<file path="src/rtl/mips_ctrl_pkg.sv">
// Shared constants for the multi-cycle MIPS control path:
// opcodes, ALUOp codes, FSM state encoding and datapath select codes.
package mips_ctrl_pkg;

  localparam logic [5:0] OP_RTYPE = 6'h00;
  localparam logic [5:0] OP_J     = 6'h02;
  localparam logic [5:0] OP_JAL   = 6'h03;
  localparam logic [5:0] OP_BEQ   = 6'h04;
  localparam logic [5:0] OP_BNE   = 6'h05;
  localparam logic [5:0] OP_ADDI  = 6'h08;
  localparam logic [5:0] OP_ORI   = 6'h0D;
  localparam logic [5:0] OP_LUI   = 6'h0F;
  localparam logic [5:0] OP_LW    = 6'h23;
  localparam logic [5:0] OP_SW    = 6'h2B;

  localparam logic [5:0] FUNCT_JR = 6'h08;

  localparam logic [2:0] ALUOP_ADD   = 3'd0;
  localparam logic [2:0] ALUOP_SUB   = 3'd1;
  localparam logic [2:0] ALUOP_RTYPE = 3'd2;
  localparam logic [2:0] ALUOP_ADDI  = 3'd3;
  localparam logic [2:0] ALUOP_ORI   = 3'd4;
  localparam logic [2:0] ALUOP_LUI   = 3'd5;

  localparam logic [3:0] ST_FETCH     = 4'd0;
  localparam logic [3:0] ST_DECODE    = 4'd1;
  localparam logic [3:0] ST_MEM_ADDR  = 4'd2;
  localparam logic [3:0] ST_MEM_READ  = 4'd3;
  localparam logic [3:0] ST_MEM_WB    = 4'd4;
  localparam logic [3:0] ST_MEM_WRITE = 4'd5;
  localparam logic [3:0] ST_R_EXEC    = 4'd6;
  localparam logic [3:0] ST_R_WB      = 4'd7;
  localparam logic [3:0] ST_I_EXEC    = 4'd8;
  localparam logic [3:0] ST_I_WB      = 4'd9;
  localparam logic [3:0] ST_BRANCH    = 4'd10;
  localparam logic [3:0] ST_JUMP      = 4'd11;
  localparam logic [3:0] ST_JR        = 4'd12;
  localparam logic [3:0] ST_HALT      = 4'd13;

  typedef enum logic [3:0] {
    FETCH     = ST_FETCH,
    DECODE    = ST_DECODE,
    MEM_ADDR  = ST_MEM_ADDR,
    MEM_READ  = ST_MEM_READ,
    MEM_WB    = ST_MEM_WB,
    MEM_WRITE = ST_MEM_WRITE,
    R_EXEC    = ST_R_EXEC,
    R_WB      = ST_R_WB,
    I_EXEC    = ST_I_EXEC,
    I_WB      = ST_I_WB,
    BRANCH    = ST_BRANCH,
    JUMP      = ST_JUMP,
    JR        = ST_JR,
    HALT      = ST_HALT
  } state_t;

  localparam logic [1:0] PCSRC_ALU    = 2'd0;
  localparam logic [1:0] PCSRC_ALUOUT = 2'd1;
  localparam logic [1:0] PCSRC_JUMP   = 2'd2;
  localparam logic [1:0] PCSRC_RS     = 2'd3;

  localparam logic [1:0] SRCB_RT    = 2'd0;
  localparam logic [1:0] SRCB_FOUR  = 2'd1;
  localparam logic [1:0] SRCB_IMM   = 2'd2;
  localparam logic [1:0] SRCB_IMMSH = 2'd3;

  localparam logic [1:0] REGDST_RT = 2'd0;
  localparam logic [1:0] REGDST_RD = 2'd1;
  localparam logic [1:0] REGDST_RA = 2'd2;

  localparam logic [1:0] M2R_ALU = 2'd0;
  localparam logic [1:0] M2R_MDR = 2'd1;
  localparam logic [1:0] M2R_PC  = 2'd2;

  // Bit positions of the one-hot instruction class
  localparam int CLS_MEM = 0;
  localparam int CLS_R   = 1;
  localparam int CLS_JR  = 2;
  localparam int CLS_IMM = 3;
  localparam int CLS_BR  = 4;
  localparam int CLS_JMP = 5;
  localparam int CLS_ILL = 6;
  localparam int NUM_CLS = 7;

  function automatic logic [2:0] immAluOp(input logic [5:0] op);
    case (op)
      OP_ORI:  return ALUOP_ORI;
      OP_LUI:  return ALUOP_LUI;
      default: return ALUOP_ADDI;
    endcase
  endfunction

endpackage

</file>
<file path="src/rtl/mc_opcode_decoder.sv">
// Classifies an instruction into a one-hot class from OP/Funct.
// Ports: OP, Funct in; opClass out (bit positions CLS_* in the package).
module mc_opcode_decoder
  import mips_ctrl_pkg::*;
(
  input  logic [5:0]         OP,
  input  logic [5:0]         Funct,
  output logic [NUM_CLS-1:0] opClass
);

  always_comb begin
    opClass = '0;
    unique case (OP)
      OP_LW, OP_SW:
        opClass[CLS_MEM] = 1'b1;
      OP_RTYPE:
        if (Funct == FUNCT_JR) opClass[CLS_JR] = 1'b1;
        else opClass[CLS_R] = 1'b1;
      OP_ADDI, OP_ORI, OP_LUI:
        opClass[CLS_IMM] = 1'b1;
      OP_BEQ, OP_BNE:
        opClass[CLS_BR] = 1'b1;
      OP_J, OP_JAL:
        opClass[CLS_JMP] = 1'b1;
      default:
        opClass[CLS_ILL] = 1'b1;
    endcase
  end

endmodule

</file>
<file path="src/rtl/multicycle_control_fsm.sv">
// Multi-cycle MIPS main sequencer: steps each instruction through its
// states and drives datapath enables/selects; stalls on MemReady.
// Ports: clk, reset (sync, active-low), OP, Funct, Zero, MemReady in;
// PCWrite, IorD, MemRead, MemWrite, IRWrite, RegDst, MemtoReg, RegWrite,
// ALUSrcA, ALUSrcB, ALUOp, PCSource, InstrRetired, Halted out.
module multicycle_control_fsm
  import mips_ctrl_pkg::*;
#(
  parameter bit ILLEGAL_TRAP = 1'b1
) (
  input  logic       clk,
  input  logic       reset,
  input  logic [5:0] OP,
  input  logic [5:0] Funct,
  input  logic       Zero,
  input  logic       MemReady,
  output logic       PCWrite,
  output logic       IorD,
  output logic       MemRead,
  output logic       MemWrite,
  output logic       IRWrite,
  output logic [1:0] RegDst,
  output logic [1:0] MemtoReg,
  output logic       RegWrite,
  output logic       ALUSrcA,
  output logic [1:0] ALUSrcB,
  output logic [2:0] ALUOp,
  output logic [1:0] PCSource,
  output logic       InstrRetired,
  output logic       Halted
);

  state_t             state;
  state_t             nextState;
  logic [5:0]         opReg;
  logic [NUM_CLS-1:0] opClass;

  mc_opcode_decoder uDec (
    .OP      (OP),
    .Funct   (Funct),
    .opClass (opClass)
  );

  // OP is captured in DECODE so later states never look at the IR
  always_ff @(posedge clk) begin
    if (!reset) begin
      state <= FETCH;
      opReg <= '0;
    end else begin
      state <= nextState;
      if (state == DECODE) opReg <= OP;
    end
  end

  always_comb begin
    nextState    = state;
    PCWrite      = 1'b0;
    IorD         = 1'b0;
    MemRead      = 1'b0;
    MemWrite     = 1'b0;
    IRWrite      = 1'b0;
    RegDst       = REGDST_RT;
    MemtoReg     = M2R_ALU;
    RegWrite     = 1'b0;
    ALUSrcA      = 1'b0;
    ALUSrcB      = SRCB_RT;
    ALUOp        = ALUOP_ADD;
    PCSource     = PCSRC_ALU;
    InstrRetired = 1'b0;
    Halted       = 1'b0;
    // Reset forces every output low, aborting any in-flight write
    if (reset) begin
      unique case (state)
        FETCH: begin
          MemRead = 1'b1;
          ALUSrcB = SRCB_FOUR;
          if (MemReady) begin
            PCWrite   = 1'b1;
            IRWrite   = 1'b1;
            nextState = DECODE;
          end
        end
        DECODE: begin
          ALUSrcB = SRCB_IMMSH;
          unique case (1'b1)
            opClass[CLS_MEM]: nextState = MEM_ADDR;
            opClass[CLS_R]:   nextState = R_EXEC;
            opClass[CLS_JR]:  nextState = JR;
            opClass[CLS_IMM]: nextState = I_EXEC;
            opClass[CLS_BR]:  nextState = BRANCH;
            opClass[CLS_JMP]: nextState = JUMP;
            default: begin
              if (ILLEGAL_TRAP) begin
                nextState = HALT;
              end else begin
                InstrRetired = 1'b1;
                nextState    = FETCH;
              end
            end
          endcase
        end
        MEM_ADDR: begin
          ALUSrcA   = 1'b1;
          ALUSrcB   = SRCB_IMM;
          nextState = (opReg == OP_LW) ? MEM_READ : MEM_WRITE;
        end
        MEM_READ: begin
          IorD    = 1'b1;
          MemRead = 1'b1;
          if (MemReady) nextState = MEM_WB;
        end
        MEM_WB: begin
          MemtoReg     = M2R_MDR;
          RegWrite     = 1'b1;
          InstrRetired = 1'b1;
          nextState    = FETCH;
        end
        MEM_WRITE: begin
          IorD     = 1'b1;
          MemWrite = 1'b1;
          if (MemReady) begin
            InstrRetired = 1'b1;
            nextState    = FETCH;
          end
        end
        R_EXEC: begin
          ALUSrcA   = 1'b1;
          ALUOp     = ALUOP_RTYPE;
          nextState = R_WB;
        end
        R_WB: begin
          RegDst       = REGDST_RD;
          RegWrite     = 1'b1;
          InstrRetired = 1'b1;
          nextState    = FETCH;
        end
        I_EXEC: begin
          ALUSrcA   = 1'b1;
          ALUSrcB   = SRCB_IMM;
          ALUOp     = immAluOp(opReg);
          nextState = I_WB;
        end
        I_WB: begin
          ALUOp        = immAluOp(opReg);
          RegWrite     = 1'b1;
          InstrRetired = 1'b1;
          nextState    = FETCH;
        end
        BRANCH: begin
          ALUSrcA      = 1'b1;
          ALUOp        = ALUOP_SUB;
          PCSource     = PCSRC_ALUOUT;
          PCWrite      = (opReg == OP_BEQ) ? Zero : ~Zero;
          InstrRetired = 1'b1;
          nextState    = FETCH;
        end
        JUMP: begin
          PCSource = PCSRC_JUMP;
          PCWrite  = 1'b1;
          if (opReg == OP_JAL) begin
            RegDst   = REGDST_RA;
            MemtoReg = M2R_PC;
            RegWrite = 1'b1;
          end
          InstrRetired = 1'b1;
          nextState    = FETCH;
        end
        JR: begin
          ALUSrcA      = 1'b1;
          PCSource     = PCSRC_RS;
          PCWrite      = 1'b1;
          InstrRetired = 1'b1;
          nextState    = FETCH;
        end
        HALT: begin
          Halted    = 1'b1;
          nextState = HALT;
        end
        default: nextState = FETCH;
      endcase
    end
  end

endmodule

</file>
<file path="config.mk">
export PLATFORM = sky130hd
export DESIGN_NAME = multicycle_control_fsm
export DESIGN_NICKNAME = d
export VERILOG_FILES = /design/src/rtl/mips_ctrl_pkg.sv /design/src/rtl/mc_opcode_decoder.sv /design/src/rtl/multicycle_control_fsm.sv
export SDC_FILE = /design/constraint.sdc
export NUM_CORES = 1
export LEC_CHECK = 0
export CAP_MARGIN = 20
export CORE_ASPECT_RATIO = 1.2
export CORE_MARGIN = 3
export CORE_UTILIZATION = 30
export DETAILED_ROUTE_END_ITERATION = 10
export GPL_ROUTABILITY_DRIVEN = 1
export REMOVE_ABC_BUFFERS = 1
export SKIP_CTS_REPAIR_TIMING = 1
export SKIP_LAST_GASP = 1
export SLEW_MARGIN = 20
export SYNTH_ARGS = -nofsm -noshare
export SYNTH_HDL_FRONTEND = slang
export SYNTH_SLANG_ARGS = --single-unit
</file>
<file path="constraint.sdc">
create_clock -name clk -period 1.4 [get_ports clk]
set_clock_uncertainty 0.15 [all_clocks]
set_input_delay 0.14 -clock clk [delete_from_list [all_inputs] [get_ports clk]]
set_output_delay 0.14 -clock clk [all_outputs]
set_load 0.02 [all_outputs]
</file>
* Word-level counts from Yosys, hierarchy flattened
Index checks and enable logic that the tools add are counted.
Storage, ports and cells: bits in registers 10, bits of input ports 16, output and inout port bits 20, logic and storage cells 95
Operators by class: equality and inequality tests 31, muxes and demuxes 46, bitwise logic cells 1, reductions and logical operators 15
Operators by type and width (count):
- 6-bit by 4-bit equality test with 1-bit output (second input constant) | 6
- 4-bit one-hot mux with 8 select lines | 1
- 4-bit equality test (second input constant) | 6
- 1-bit two-way mux | 24
- 4-bit one-hot mux with 6 select lines | 1
- 6-bit by 2-bit equality test with 1-bit output (second input constant) | 3
- 6-bit by 3-bit equality test with 1-bit output (second input constant) | 3
- 6-bit equality test (second input constant) | 3
- 4-bit by 3-bit equality test with 1-bit output (second input constant) | 4
- 2-bit OR reduction | 8
- 2-bit two-way mux | 6
- 4-bit two-way mux | 3
- 2-bit one-hot mux with 3 select lines | 2
- 3-bit one-hot mux with 3 select lines | 1
- 4-bit by 2-bit equality test with 1-bit output (second input constant) | 2
- 2-bit one-hot mux with 2 select lines | 2
- 6-bit zero test | 1
- 3-bit two-way mux | 2
- 2-bit inequality test (second input constant) | 3
- 3-bit one-hot mux with 2 select lines | 1
- 3-bit OR reduction | 2
- 6-bit OR reduction | 1
- 5-bit OR reduction | 1
- 4-bit by 1-bit equality test with 1-bit output (second input constant) | 1
- 5 further kinds | 6

* Depth between registers and ports, before layout
depth in word-level cells 5, mapped depth 6, mapped depth without buffers 4

* Modules after synthesis
A second synthesis with hierarchy kept.
Second synthesis, totals: cells, all modules 159, area total of the unflattened synthesis 1113.6 um2
Modules (own cells, without submodules):
- multicycle_control_fsm | instances 1, cells each 137, area an instance 954.7 um2, seq. area each 200.2 um2
- mc_opcode_decoder | instances 1, cells each 22, area an instance 158.9 um2, seq. area each 0.0 um2

* Least setup slack after synthesis
No wires, ideal clock.
kind register to output, start register state[0], end output port MemRead, arrival 1.485 ns, required time 1.110 ns, path slack -0.375 ns, cell stages (with the launch flop) 5, path buffers 2, path through dfxtp_1 -> buf_4 -> buf_2 -> or2_2 -> a211oi_1
On the way: cells in the longest elaborated chain, start to end 4, elaborated cells between the ends (all ways) 5, classes of those cells eq/ne: 1; mux: 2; reduce/logical: 2
RTL lines:
- start: declaration | line multicycle_control_fsm.sv:33 | state_t state;
- start signal: assignment | line multicycle_control_fsm.sv:50 | state <= nextState;
- 4-bit by 2-bit equality test with 1-bit output or 4-bit zero test (tied branches) | line multicycle_control_fsm.sv:73 | unique case (state)
- 2-bit OR reduction (no line) *
- 1-bit two-way mux * | line multicycle_control_fsm.sv:73
- 1-bit two-way mux * | line multicycle_control_fsm.sv:72 | if (reset) begin
- end: declaration | line multicycle_control_fsm.sv:19 | output logic MemRead,
Every way passes the cells marked *; elsewhere a longest branch is shown, timed or not.

* Final worst setup path
start register state[1], end output port PCWrite
On the way: cells in the longest elaborated chain, start to end 4, elaborated cells between the ends (all ways) 7, classes of those cells eq/ne: 3; mux: 2; reduce/logical: 2
RTL lines:
- 4-bit equality test | line multicycle_control_fsm.sv:73
- 2-bit OR reduction (no line)
- 1-bit one-hot mux with 3 select lines * | line multicycle_control_fsm.sv:73
- 1-bit two-way mux * | line multicycle_control_fsm.sv:72
- end: declaration | line multicycle_control_fsm.sv:17 | output logic PCWrite,
Marked as above.

==> impl_metrics.json <==
{
  "cts_sinks": 10,
  "critPathKind": "reg -> out",
  "pin_count": 36,
  "cts_buffer_depth": 2,
  "hold_violations": 0,
  "drtIter0Drc": 47,
  "synthArstFlopShare": 0,
  "die_w_um": 63.91,
  "synth_top_area_share": 0.1658,
  "grt_pass1_vias": 1558,
  "slew_headroom": 0.7496,
  "hp-class": "reg -> reg",
  "antenna_cells": 0,
  "post-route-util": 0.6603,
  "layout-drive-gt1-share": 0.5652,
  "leakagePower_nw": 1.086,
  "portBuffers": 35,
  "drt-vias-per-instance": 5.155,
  "finalPower_mw": 1.897,
  "ys_top_cells_by_count": "nand2_1 (20), nor2_1 (16), buf_2 (10), dfxtp_1 (10), o21ai_0 (10)",
  "ant_nets": 0,
  "dieArea_um2": 4825,
  "reg2regPathDepth": 7,
  "rows": 24,
  "synth-seq-cells": 10,
  "syn_area_um2": 1207,
  "status": "complete, but fails checks",
  "peakVddDrop_uv": 348.6,
  "yosysUniqueCellTypes": 51,
  "synth.avg_cell_area_um2": 6.860,
  "htree_levels": 1,
  "grt_max_degree": 16,
  "start_util": 0.3217,
  "dp.cells": 308,
  "required_ns": 1.11,
  "finalWirelength_um": 4899,
  "n_fill_cell": 294,
  "drv_cap": 0,
  "clockRootBuffer": "clkbuf_8",
  "grt_setup_unrepaired": "true",
  "worst_pin_slew_ns": 0.3704,
  "core_um2": 3754,
  "period_needed_ns": 1.823,
  "min_path_cells": 2,
  "grt_usage": 0.1744,
  "vias": 1691,
  "antenna_found_initial": 0,
  "die_y_um": 75.50,
  "critPathLaunchType": "register",
  "numCtsBuffers": 3,
  "ys_top_cells_by_area": "dfxtp_1 (17%), nand2_1 (6.2%), nor2_1 (5.0%)",
  "arrival_ns": 1.53,
  "setup_viol": 29,
  "ys_warn_count": 0,
  "synth_flop_cell": "dfxtp_1",
  "grt_overflow": 0,
  "endpoint_kind": "primary output",
  "synth_edf_count": 0,
  "setup_tns_ns": -6.352,
  "pre_cts_slack_ns": -0.7208,
  "drc_errors": 0,
  "path_max_fanout": 6,
  "path_clk_slew_ns": 0.05,
  "area_growth_pct": 105.3,
  "pwr_density_cell_nw_per_um2": 765.4,
  "cts_tree": "done",
  "clkLatencyLatePin_ns": 0.23,
  "violations": "setup timing",
  "drt_pass1_iterations": 4,
  "grt_pass1_wl_um": 6762,
  "fin_ws_ns": -0.4229,
  "layout.nets": 294,
  "slew_violations": 0,
  "ys_seq_area_frac": 0.1658,
  "gp_congestion": 0.8644,
  "wl_per_cell_um": 14.94,
  "period_share": 1.302,
  "synth_area_leader_cell": "dfxtp_1",
  "dp_hpwl_um": 3357,
  "fmax_mhz": 548.6,
  "synth_cells": 176,
  "yosysMostFrequentCell": "nand2_1",
  "stdcell_count": 328
}
-- kinds of logic (layout without fill, tap and decap cells) --
family                 after synthesis  count (layout)  share of synthesized area
AND/OR/NAND/NOR                     88              88                     0.3969
AO/OA/AOI/OAI                       50              50                     0.2902
buffers and inverters               22             122                    0.09430
flip-flops                          10              10                     0.1658
XOR/XNOR                             4               4                    0.03524
multiplexers                         2               2                    0.01762
-- registers in the layout (all words and copies together), names as in the netlist --
name and count:
opReg 6, state 4
-- per-stage QoR --
stage	cell area, um^2	hold WS (ns)
after floorplan	1112	0.1158
after global placement	2006	0.3414
after detailed placement	2006	0.3517
after CTS	2047	0.3573
after global routing	2479	0.3628
final	2479	0.3413
-- where the power goes --
group	switching [mW]	internal, mW
Combinational	0.556	0.661
Clock	0.102	0.187
Sequential	0.0628	0.328
-- cells in the final DEF, fill, tap and decap left out, types with 5 or more instances in the layout --
master / instances
a21boi_1: 5
a21oi_1: 7
buf_4: 66
buf_6: 23
clkdlybuf4s50_1: 14
nand2_1: 17
nor2_1: 9
nor2b_1: 5
o21ai_0: 9
-- path summary, 6_finish.rpt --
kind | start | endpoint | slack (ns)
min | opReg[2] | opReg[2] | 0.34
max reg2reg | state[1] | state[2] | -0.39
max | state[1] | PCWrite | -0.42
min reg2reg | opReg[2] | opReg[2] | 0.34
-- per-layer routing --
layer | routed length [um] | vias to the layer above | global-route usage
met5 | 0 | - | 0
met4 | 83 | 0 | 0.04556
met3 | 204 | 10 | 0.02507
met2 | 2642 | 49 | 0.3479
met1 | 1968 | 782 | 0.1929
li1 | - | 850 | -
-- area by class of cell --
cell class                      count  area (um^2)  share of cell area
Tap cell                           52        65.06             0.02625
Sequential cell                    10        219.0             0.08834
Inverter                            5        18.77            0.007572
Clock buffer                        3        41.29             0.01666
Multi-Input combinational cell    144         1132              0.4568
Timing Repair Buffer              114         1002              0.4043
-- critical path, cell delays in order, from the launching register on --
cell     delay (ns)
dfxtp_4        0.37
buf_6          0.12
or2_4          0.25
o32ai_2        0.14
a31oi_1        0.08
a21oi_1        0.18
buf_4          0.16
Note: power is estimated with default switching activity, not from simulation.
